[src/rtl/uart2wb.sv]
// ASCII command parser: turns "R"/"W" + 8 hex digits from the UART receiver into
// 34-bit bus command words, held in a one-entry register until the bus master takes them.
module uart2wb #(
  parameter int TIMEOUT_CYCLES = 100000,
  parameter int ERR_CNT_W      = 8
) (
  input  logic                 clk,
  input  logic                 rst,
  input  logic [7:0]           in_DataByte,
  input  logic                 in_fValid,
  output logic [33:0]          out_UART2WB_word,
  output logic                 out_UART2WB_cyc,
  input  logic                 in_UART2WB_stall,
  output logic                 out_Error,
  output logic [ERR_CNT_W-1:0] out_ErrCount,
  output logic                 out_Busy
);

  localparam int TMO_W = (TIMEOUT_CYCLES > 1) ? $clog2(TIMEOUT_CYCLES) : 1;
  localparam logic [TMO_W-1:0] TMO_LAST =
    TMO_W'((TIMEOUT_CYCLES > 0) ? TIMEOUT_CYCLES - 1 : 0);

  typedef enum logic {S_IDLE, S_DATA} state_t;

  state_t           state;
  logic             is_write;
  logic [31:0]      shift;
  logic [2:0]       nib_cnt;
  logic [TMO_W-1:0] tmo_cnt;

  logic       is_hex;
  logic       is_cmd;
  logic [3:0] nib;
  logic       accept;
  logic       frame_done;
  logic       frame_err;
  logic       timeout_hit;
  logic       drop;
  logic       err_evt;

  // Letters map to 10..15 via their low nibble: 'a'/'A' have low nibble 1.
  always_comb begin
    is_hex = 1'b1;
    nib    = 4'h0;
    if (in_DataByte >= 8'h30 && in_DataByte <= 8'h39)
      nib = in_DataByte[3:0];
    else if ((in_DataByte >= 8'h61 && in_DataByte <= 8'h66) ||
             (in_DataByte >= 8'h41 && in_DataByte <= 8'h46))
      nib = in_DataByte[3:0] + 4'd9;
    else
      is_hex = 1'b0;
  end

  assign is_cmd      = (in_DataByte == 8'h52) || (in_DataByte == 8'h57);
  assign accept      = out_UART2WB_cyc && !in_UART2WB_stall;
  assign frame_done  = (state == S_DATA) && in_fValid && is_hex && (nib_cnt == 3'd7);
  assign frame_err   = (state == S_DATA) && in_fValid && !is_hex;
  assign timeout_hit = (TIMEOUT_CYCLES != 0) && (state == S_DATA) && !in_fValid &&
                       (tmo_cnt == TMO_LAST);
  assign drop        = frame_done && out_UART2WB_cyc && !accept;
  assign err_evt     = drop || frame_err || timeout_hit;
  assign out_Busy    = (state == S_DATA);

  always_ff @(posedge clk or posedge rst) begin
    if (rst) begin
      state            <= S_IDLE;
      is_write         <= 1'b0;
      shift            <= 32'h0;
      nib_cnt          <= 3'd0;
      tmo_cnt          <= '0;
      out_UART2WB_word <= 34'h0;
      out_UART2WB_cyc  <= 1'b0;
      out_Error        <= 1'b0;
      out_ErrCount     <= '0;
    end else begin
      out_Error <= err_evt;
      if (err_evt && (out_ErrCount != '1))
        out_ErrCount <= out_ErrCount + 1'b1;

      // A completed frame may load only if the slot is empty or draining this cycle.
      if (frame_done && (!out_UART2WB_cyc || accept)) begin
        out_UART2WB_word <= {1'b0, is_write, shift[27:0], nib};
        out_UART2WB_cyc  <= 1'b1;
      end else if (accept) begin
        out_UART2WB_cyc  <= 1'b0;
      end

      if ((state == S_IDLE) || in_fValid)
        tmo_cnt <= '0;
      else
        tmo_cnt <= tmo_cnt + 1'b1;

      case (state)
        S_IDLE: begin
          if (in_fValid && is_cmd) begin
            is_write <= (in_DataByte == 8'h57);
            shift    <= 32'h0;
            nib_cnt  <= 3'd0;
            state    <= S_DATA;
          end
        end
        S_DATA: begin
          if (in_fValid) begin
            if (is_hex) begin
              shift   <= {shift[27:0], nib};
              nib_cnt <= nib_cnt + 3'd1;
              if (nib_cnt == 3'd7)
                state <= S_IDLE;
            end else if (is_cmd) begin
              is_write <= (in_DataByte == 8'h57);
              shift    <= 32'h0;
              nib_cnt  <= 3'd0;
            end else begin
              state <= S_IDLE;
            end
          end else if (timeout_hit) begin
            state <= S_IDLE;
          end
        end
        default: state <= S_IDLE;
      endcase
    end
  end

endmodule

[config.mk]
export PLATFORM = sky130hd
export DESIGN_NAME = uart2wb
export DESIGN_NICKNAME = d
export VERILOG_FILES = /design/src/rtl/uart2wb.sv
export SDC_FILE = /design/constraint.sdc
export NUM_CORES = 1
export LEC_CHECK = 0
export CAP_MARGIN = 20
export CELL_PAD_IN_SITES_DETAIL_PLACEMENT = 0
export CELL_PAD_IN_SITES_GLOBAL_PLACEMENT = 1
export CORE_MARGIN = 1.5
export CORE_UTILIZATION = 35
export DETAILED_ROUTE_END_ITERATION = 6
export PLACE_DENSITY = 0.79
export SYNTH_ARGS = -nofsm -noshare
export SYNTH_HDL_FRONTEND = slang
export SYNTH_SLANG_ARGS = --single-unit
[constraint.sdc]
create_clock -name clk -period 3.2 [get_ports clk]
set_input_delay 0.64 -clock clk [delete_from_list [all_inputs] [get_ports clk]]
set_output_delay 0.64 -clock clk [all_outputs]
set_load 0.02 [all_outputs]
---- After elaboration in Yosys (flattened, before gate mapping) ----
Index checks and enable logic that the tools add are counted.
word-level totals
  memory bits (writable) .................. 0
  memory bits (read-only) ................. 0
  latch bits .............................. 0
  flip-flop bits (word level) ............. 93
  memories ................................ 0
operators by class
  add/sub/neg operators ................... 4
  multiplexer cells ....................... 29
  eq/ne operators ......................... 10
  reduce and logical (&&, ||, !) cells .... 29
  shift operators ......................... 0
  magnitude comparators ................... 6
  div/mod/pow operators ................... 0
  bitwise gates (word level) .............. 1
  multiply operators ...................... 0
operators with widths
  cell                                                                   count
  28-bit two-way mux                                                     4
  28-bit one-hot mux with 2 select lines                                 1
  17-bit by 1-bit adder with 17-bit output, second input constant        1
  17-bit equality test, second input constant                            1
  17-bit two-way mux                                                     1
  8-bit by 7-bit equality test with 1-bit output, second input constant  2
  8-bit by 7-bit >= comparator with 1-bit output, second input constant  2
  8-bit by 7-bit <= comparator with 1-bit output, second input constant  2
  1-bit logical AND                                                      15
  1-bit two-way mux                                                      14
  3-bit two-way mux                                                      4
  8-bit by 1-bit adder with 8-bit output, second input constant          1
  8-bit by 6-bit >= comparator with 1-bit output, second input constant  1
  8-bit by 6-bit <= comparator with 1-bit output, second input constant  1
  4-bit two-way mux                                                      2
  8-bit != test, second input constant                                   1
  1-bit logical OR                                                       6
  3-bit one-hot mux with 2 select lines                                  1
  1-bit zero test                                                        5
  4-bit adder, second input constant                                     1
  2-bit by 1-bit != test with 1-bit output, second input constant        2
  2-bit != test, second input constant                                   2
  1-bit one-hot mux with 2 select lines                                  2
  4-bit AND reduction                                                    1
  6 further kinds                                                        6

---- Logic depth before layout (Yosys ltp) ----
  depth in word-level cells ............... 12
  gate-level depth with buffers ........... 8
  mapped depth without buffers ............ 7

---- Least setup slack after synthesis ----
Ideal clock, no wire load.
  kind .................................... input -> register
  start point ............................. input port in_DataByte[3]
  end point ............................... register out_UART2WB_word[23]
  path slack .............................. 0.812 ns
  stages on the path ...................... 6
  arrival ................................. 2.263 ns
  buffers on the path ..................... 2
  required time ........................... 3.075 ns
  path through ............................ buf_2 > or4b_4 > nor3_4 > o2111ai_4 > buf_2 > mux2_4
on the way
  word-level cells in the longest chain between the ends .. 8
  elaborated cells between the ends (all ways) .. 15
  classes of those cells .................. order compare: 6; mux: 2; reduce/logical: 7
ends and longest elaborated chain
  element                                                                       line    text
  start: declaration                                                            9       input logic [7:0] in_DataByte,
  8-bit by 7-bit >= comparator with 1-bit output, or another cell as far along  47      else if ((in_DataByte >= 8'h61 && in_DataByte <= 8'h66) ||
  1-bit logical AND (on tied branches)                                          47, 48
  1-bit logical OR                                                              47
  1-bit two-way mux                                                             47
  1-bit two-way mux *                                                           45      if (in_DataByte >= 8'h30 && in_DataByte <= 8'h39)
  1-bit logical AND * (2 in a row)                                              56      assign frame_done = (state == S_DATA) && in_fValid && is_hex && (nib_cnt == 3'd7);
  1-bit logical AND *                                                           81      if (frame_done && (!out_UART2WB_cyc || accept)) begin
  end signal: assignment                                                        82      out_UART2WB_word <= {1'b0, is_write, shift[27:0], nib};
  end: declaration                                                              11      output logic [33:0] out_UART2WB_word,
Every way passes the cells marked *; elsewhere a longest branch is shown, timed or not.
A chain may end at the register's enable or synchronous reset.

---- Worst setup path after layout ----
  start point ............................. input port in_DataByte[0]
  end point ............................... register out_ErrCount[1]
on the way
  word-level cells in the longest chain between the ends .. 12
  elaborated cells between the ends (all ways) .. 21
  classes of those cells .................. order compare: 6; mux: 2; reduce/logical: 13
ends and longest elaborated chain
  element                                                                       line    text
  8-bit by 7-bit >= comparator with 1-bit output, or another cell as far along  47
  1-bit logical AND (on tied branches)                                          47, 48
  1-bit logical OR                                                              47
  1-bit two-way mux                                                             47
  1-bit two-way mux *                                                           45
  1-bit logical AND (2 in a row)                                                56
  1-bit logical AND (2 in a row)                                                60      assign drop = frame_done && out_UART2WB_cyc && !accept;
  1-bit logical OR * (2 in a row)                                               61      assign err_evt = drop || frame_err || timeout_hit;
  1-bit logical AND *                                                           77      if (err_evt && (out_ErrCount != '1))
  end signal: assignment                                                        78      out_ErrCount <= out_ErrCount + 1'b1;
  end: declaration                                                              15      output logic [ERR_CNT_W-1:0] out_ErrCount,
Marked as above.

==> impl_metrics.env <==
export IMPL_outcome="complete, but fails checks"
export IMPL_violations="design-rule violations"
export IMPL_grt_pass1_wl_um=14590
export IMPL_crit_buf_inv=3
export IMPL_critPathLaunchType="input pin"
export IMPL_globalplace_congestion=0.8062
export IMPL_grt_start_max_net_pins=57
export IMPL_grt_util_met1_pct=20.39
export IMPL_leakagePower_nw=2.486
export IMPL_setup_ws_ns=0.5390
export IMPL_dieHeight_um=112.5
export IMPL_yosys_warnings=0
export IMPL_io_pins=57
export IMPL_start_util_pct=36.28
export IMPL_crit_fanout=6
export IMPL_crit_path_end_kind="flip-flop"
export IMPL_ctsHoldBuffers=0
export IMPL_critPathMaxStageDelay_ns=0.59
export IMPL_ys_ff_latch=93
export IMPL_peakVddDrop_uv=285.7
export IMPL_grt_pass1_vias=2966
export IMPL_wl_per_cell_um=14.31
export IMPL_syn_num_nets=410
export IMPL_p_seq_share_pct=50.7
export IMPL_vias_per_cell=5.020
export IMPL_drtPass1Iterations=7
export IMPL_slew_headroom_pct=57.61
export IMPL_whs_endpoint="out_UART2WB_word[2]"
export IMPL_die_area_mm2=0.01265
export IMPL_power_density_mw_per_mm2=442.9
export IMPL_rows=39
export IMPL_rsz0062_at_grt="false"
export IMPL_p_int_mw=1.822
export IMPL_hold_violations=0
export IMPL_finalCritPeriodShare_pct=83.16
export IMPL_route_antenna_remaining_nets=0
export IMPL_synth_distinct_cells=48
export IMPL_r2r_slack_ns=0.87
export IMPL_clk_path_buf_depth=2
export IMPL_num_vias=3007
export IMPL_yosysSeqAreaShare_pct=55.47
export IMPL_comb_power_share_pct=3.6
export IMPL_synth_edff_count=0
export IMPL_syn_to_final_growth_pct=25.50
export IMPL_drv_slew=0
export IMPL_synth_cell_area_mm2=0.004195
export IMPL_fmax_ghz=0.3758
export IMPL_drive_gt1_share_pct=10.31
export IMPL_crit_path_cell_trace="clkdlybuf4s50_1, inv_1, ha_1, nor3b_2, nor4_2, nor4_1, buf_4, nor2_1, mux2_2"
export IMPL_clk_pin_slew_ns=0.07
export IMPL_route_detailed_drc=3
export IMPL_numCtsBuffers=9
export IMPL_coreArea_mm2=0.01156
export IMPL_swShare_pct=21.86
export IMPL_crit_path_top_delay_cell="clkdlybuf4s50_1"
export IMPL_antenna_cells=0
export IMPL_hold_start="out_UART2WB_word[2]"
export IMPL_grtUsageMet3_pct=3.078
export IMPL_nNetsFinal=471
export IMPL_io_buffers=55
export IMPL_grt_overflow=0
export IMPL_clkPwrFrac_pct=45.7
export IMPL_syn_inst=390
export IMPL_use_met2_pct=22.21
export IMPL_clock_latency_ns=0.33
export IMPL_postSynth_asyncResetShare_pct=100.0
export IMPL_busiest_layer="met2"
export IMPL_grtUsageTotal_pct=14.40
export IMPL_die_w_um=112.5
export IMPL_cts_resized_gates=0
export IMPL_setup_violations=0
export IMPL_hpwl_um=5993
export IMPL_worst_ep_arrival_time_ns=2.88
export IMPL_path_delay_family="buffers and inverters"
export IMPL_cts_root_buf="clkbuf_16"
export IMPL_p_sw_mw=0.5098
export IMPL_cap_violations=0
export IMPL_first_iter_violations=109
export IMPL_antenna_found_initial=0
export IMPL_crit_type="input pin to flip-flop"
export IMPL_hold_path_depth=2
export IMPL_postLayoutCoreUtil_pct=45.53
export IMPL_post_cts_setup_buffer_count=0
export IMPL_worst_slew_pin_slew_ns=0.6309
export IMPL_fin_worst_skew_ns=0.004916
export IMPL_cp_required_ns=3.42
export IMPL_r2r_start="nib_cnt[0]"
export IMPL_hold_class="flip-flop to flip-flop"
export IMPL_routed_wl_um=8574
export IMPL_dpl_worst_slack_ns=0.2089
export IMPL_htree_levels=3
export IMPL_reg2reg_to="out_ErrCount[1]"
export IMPL_reg2reg_depth=8
export IMPL_syn_avg_cell_area_um2=10.76
export IMPL_cts_tree="built"
export IMPL_cts_sinks=93
export IMPL_ys_flop_type="dfrtp_1"
export IMPL_finalSetupTns_ns=0
export IMPL_finalCriticalPeriod_ns=2.661
state kept, by name, indices dropped and copies added (netlist names):
signal	flops
out_ErrCount	8
is_write	1
shift	28
out_Error	1
out_UART2WB_word	33
tmo_cnt	17
out_UART2WB_cyc	1
nib_cnt	3
out_Busy	1
how the worst max path moves through the flow:
stage / startpoint / end / slack, ns / cells past startpoint
after detailed placement: in_DataByte[0] / out_ErrCount[1] / 0.21 / 9
after global routing: in_DataByte[0] / out_ErrCount[1] / 0.37 / 9
final: in_DataByte[0] / out_ErrCount[1] / 0.54 / 9
after CTS: in_DataByte[0] / out_ErrCount[1] / 0.55 / 9
after global placement: in_DataByte[4] / out_ErrCount[1] / 0.28 / 7
after floorplan: rst / is_write / 0.14 / 1
cell usage in the layout, fill, tap and decap left out, drive strengths merged, types with 8 or more instances in the layout:
cell | synthesis | routed
xor2 | 12 | 12
o21ai | 17 | 17
clkbuf | 9 | 10
xnor2 | 9 | 9
nor3 | 8 | 8
dfrtp | 93 | 93
ha | 8 | 8
nand3 | 43 | 43
clkdlybuf4s50 | 0 | 55
mux2 | 31 | 31
buf | 7 | 11
a21oi | 8 | 8
nor2 | 24 | 24
nand2 | 71 | 71
tightest hold or removal path, delay by kind of cell, from the launching register on:
family	cells	cell delay, ns
simple gates	1	0.05
flops	1	0.34
compound gates	1	0.06
per-layer routing:
metal	up-vias	routed length (um)
met3	7	348
met5	-	0
met4	0	107
met1	1485	4202
met2	50	3916
li1	1465	-
cell families (layout without fill, tap and decap cells):
group                      count (synthesis)  count (layout)  synth area share [%]
and+or+nand+nor                          176             176                 20.28
DFF                                       93              93                 55.47
AOI/OAI and AO/OA                         36              36                 5.876
muxes                                     33              33                 8.977
buffers and inverters                     22              88                 2.535
xor gates and xnor gates                  21              21                 4.384
adders and majority gates                  8               8                 2.386
other                                      1               1               0.08939
Yosys cell counts, types with 2 or more instances:
master | instances | area share (%)
mux2_2 | 8 | 2.1
inv_1 | 6 | 0.54
nand2b_1 | 3 | 0.45
and3_1 | 7 | 1.0
nor3_1 | 7 | 0.83
nand3_1 | 43 | 5.1
nor2_1 | 24 | 2.1
or3_1 | 2 | 0.30
and4_1 | 2 | 0.42
buf_6 | 2 | 0.54
o21ai_0 | 16 | 1.9
dfrtp_1 | 93 | 55
nand2_1 | 71 | 6.4
ha_1 | 8 | 2.4
mux2_1 | 21 | 5.6
xnor2_1 | 9 | 1.9
and2_1 | 2 | 0.30
mux2_4 | 2 | 0.72
a211oi_1 | 2 | 0.36
nor4b_1 | 2 | 0.42
a21oi_1 | 6 | 0.72
buf_2 | 4 | 0.48
mux2i_1 | 2 | 0.48
nor4_1 | 4 | 0.60
nand4_1 | 2 | 0.30
clkbuf_1 | 9 | 0.81
xor2_1 | 12 | 2.5
metrics by stage:
stage / instances / power (mW) / hold slack (ns) / cell area [um2]
finish: 599 / 2.332 / 0.4836 / 5265
detailed placement: 583 / 1.291 / 0.4735 / 4966
CTS: 599 / 2.359 / 0.4885 / 5265
global placement: 583 / 1.289 / 0.4605 / 4966
floorplan: 390 / 1.251 / 0.4460 / 4195
global route: 599 / 2.425 / 0.5119 / 5265
final cells by class:
| type | count | area (um2) |
|---|---|---|
| fillers | 1055 | 6300 |
| flip-flops and latches | 93 | 2327 |
| multi-input cells | 275 | 1765 |
| repair buffers | 66 | 670.6 |
| clock buffers | 10 | 229.0 |
| well taps | 143 | 178.9 |
| clock inverters | 6 | 70.07 |
| inverters | 6 | 23.77 |
power groups by stage:
stage	clock [mW]	combinational [mW]	sequential (mW)
detailed placement	0	0.0867	1.20
floorplan	0	0.0450	1.21
CTS	1.09	0.0870	1.18
finish	1.07	0.0842	1.18
global route	1.15	0.0959	1.18
global placement	0	0.0848	1.20
Note: power is estimated with default switching activity, not from simulation.
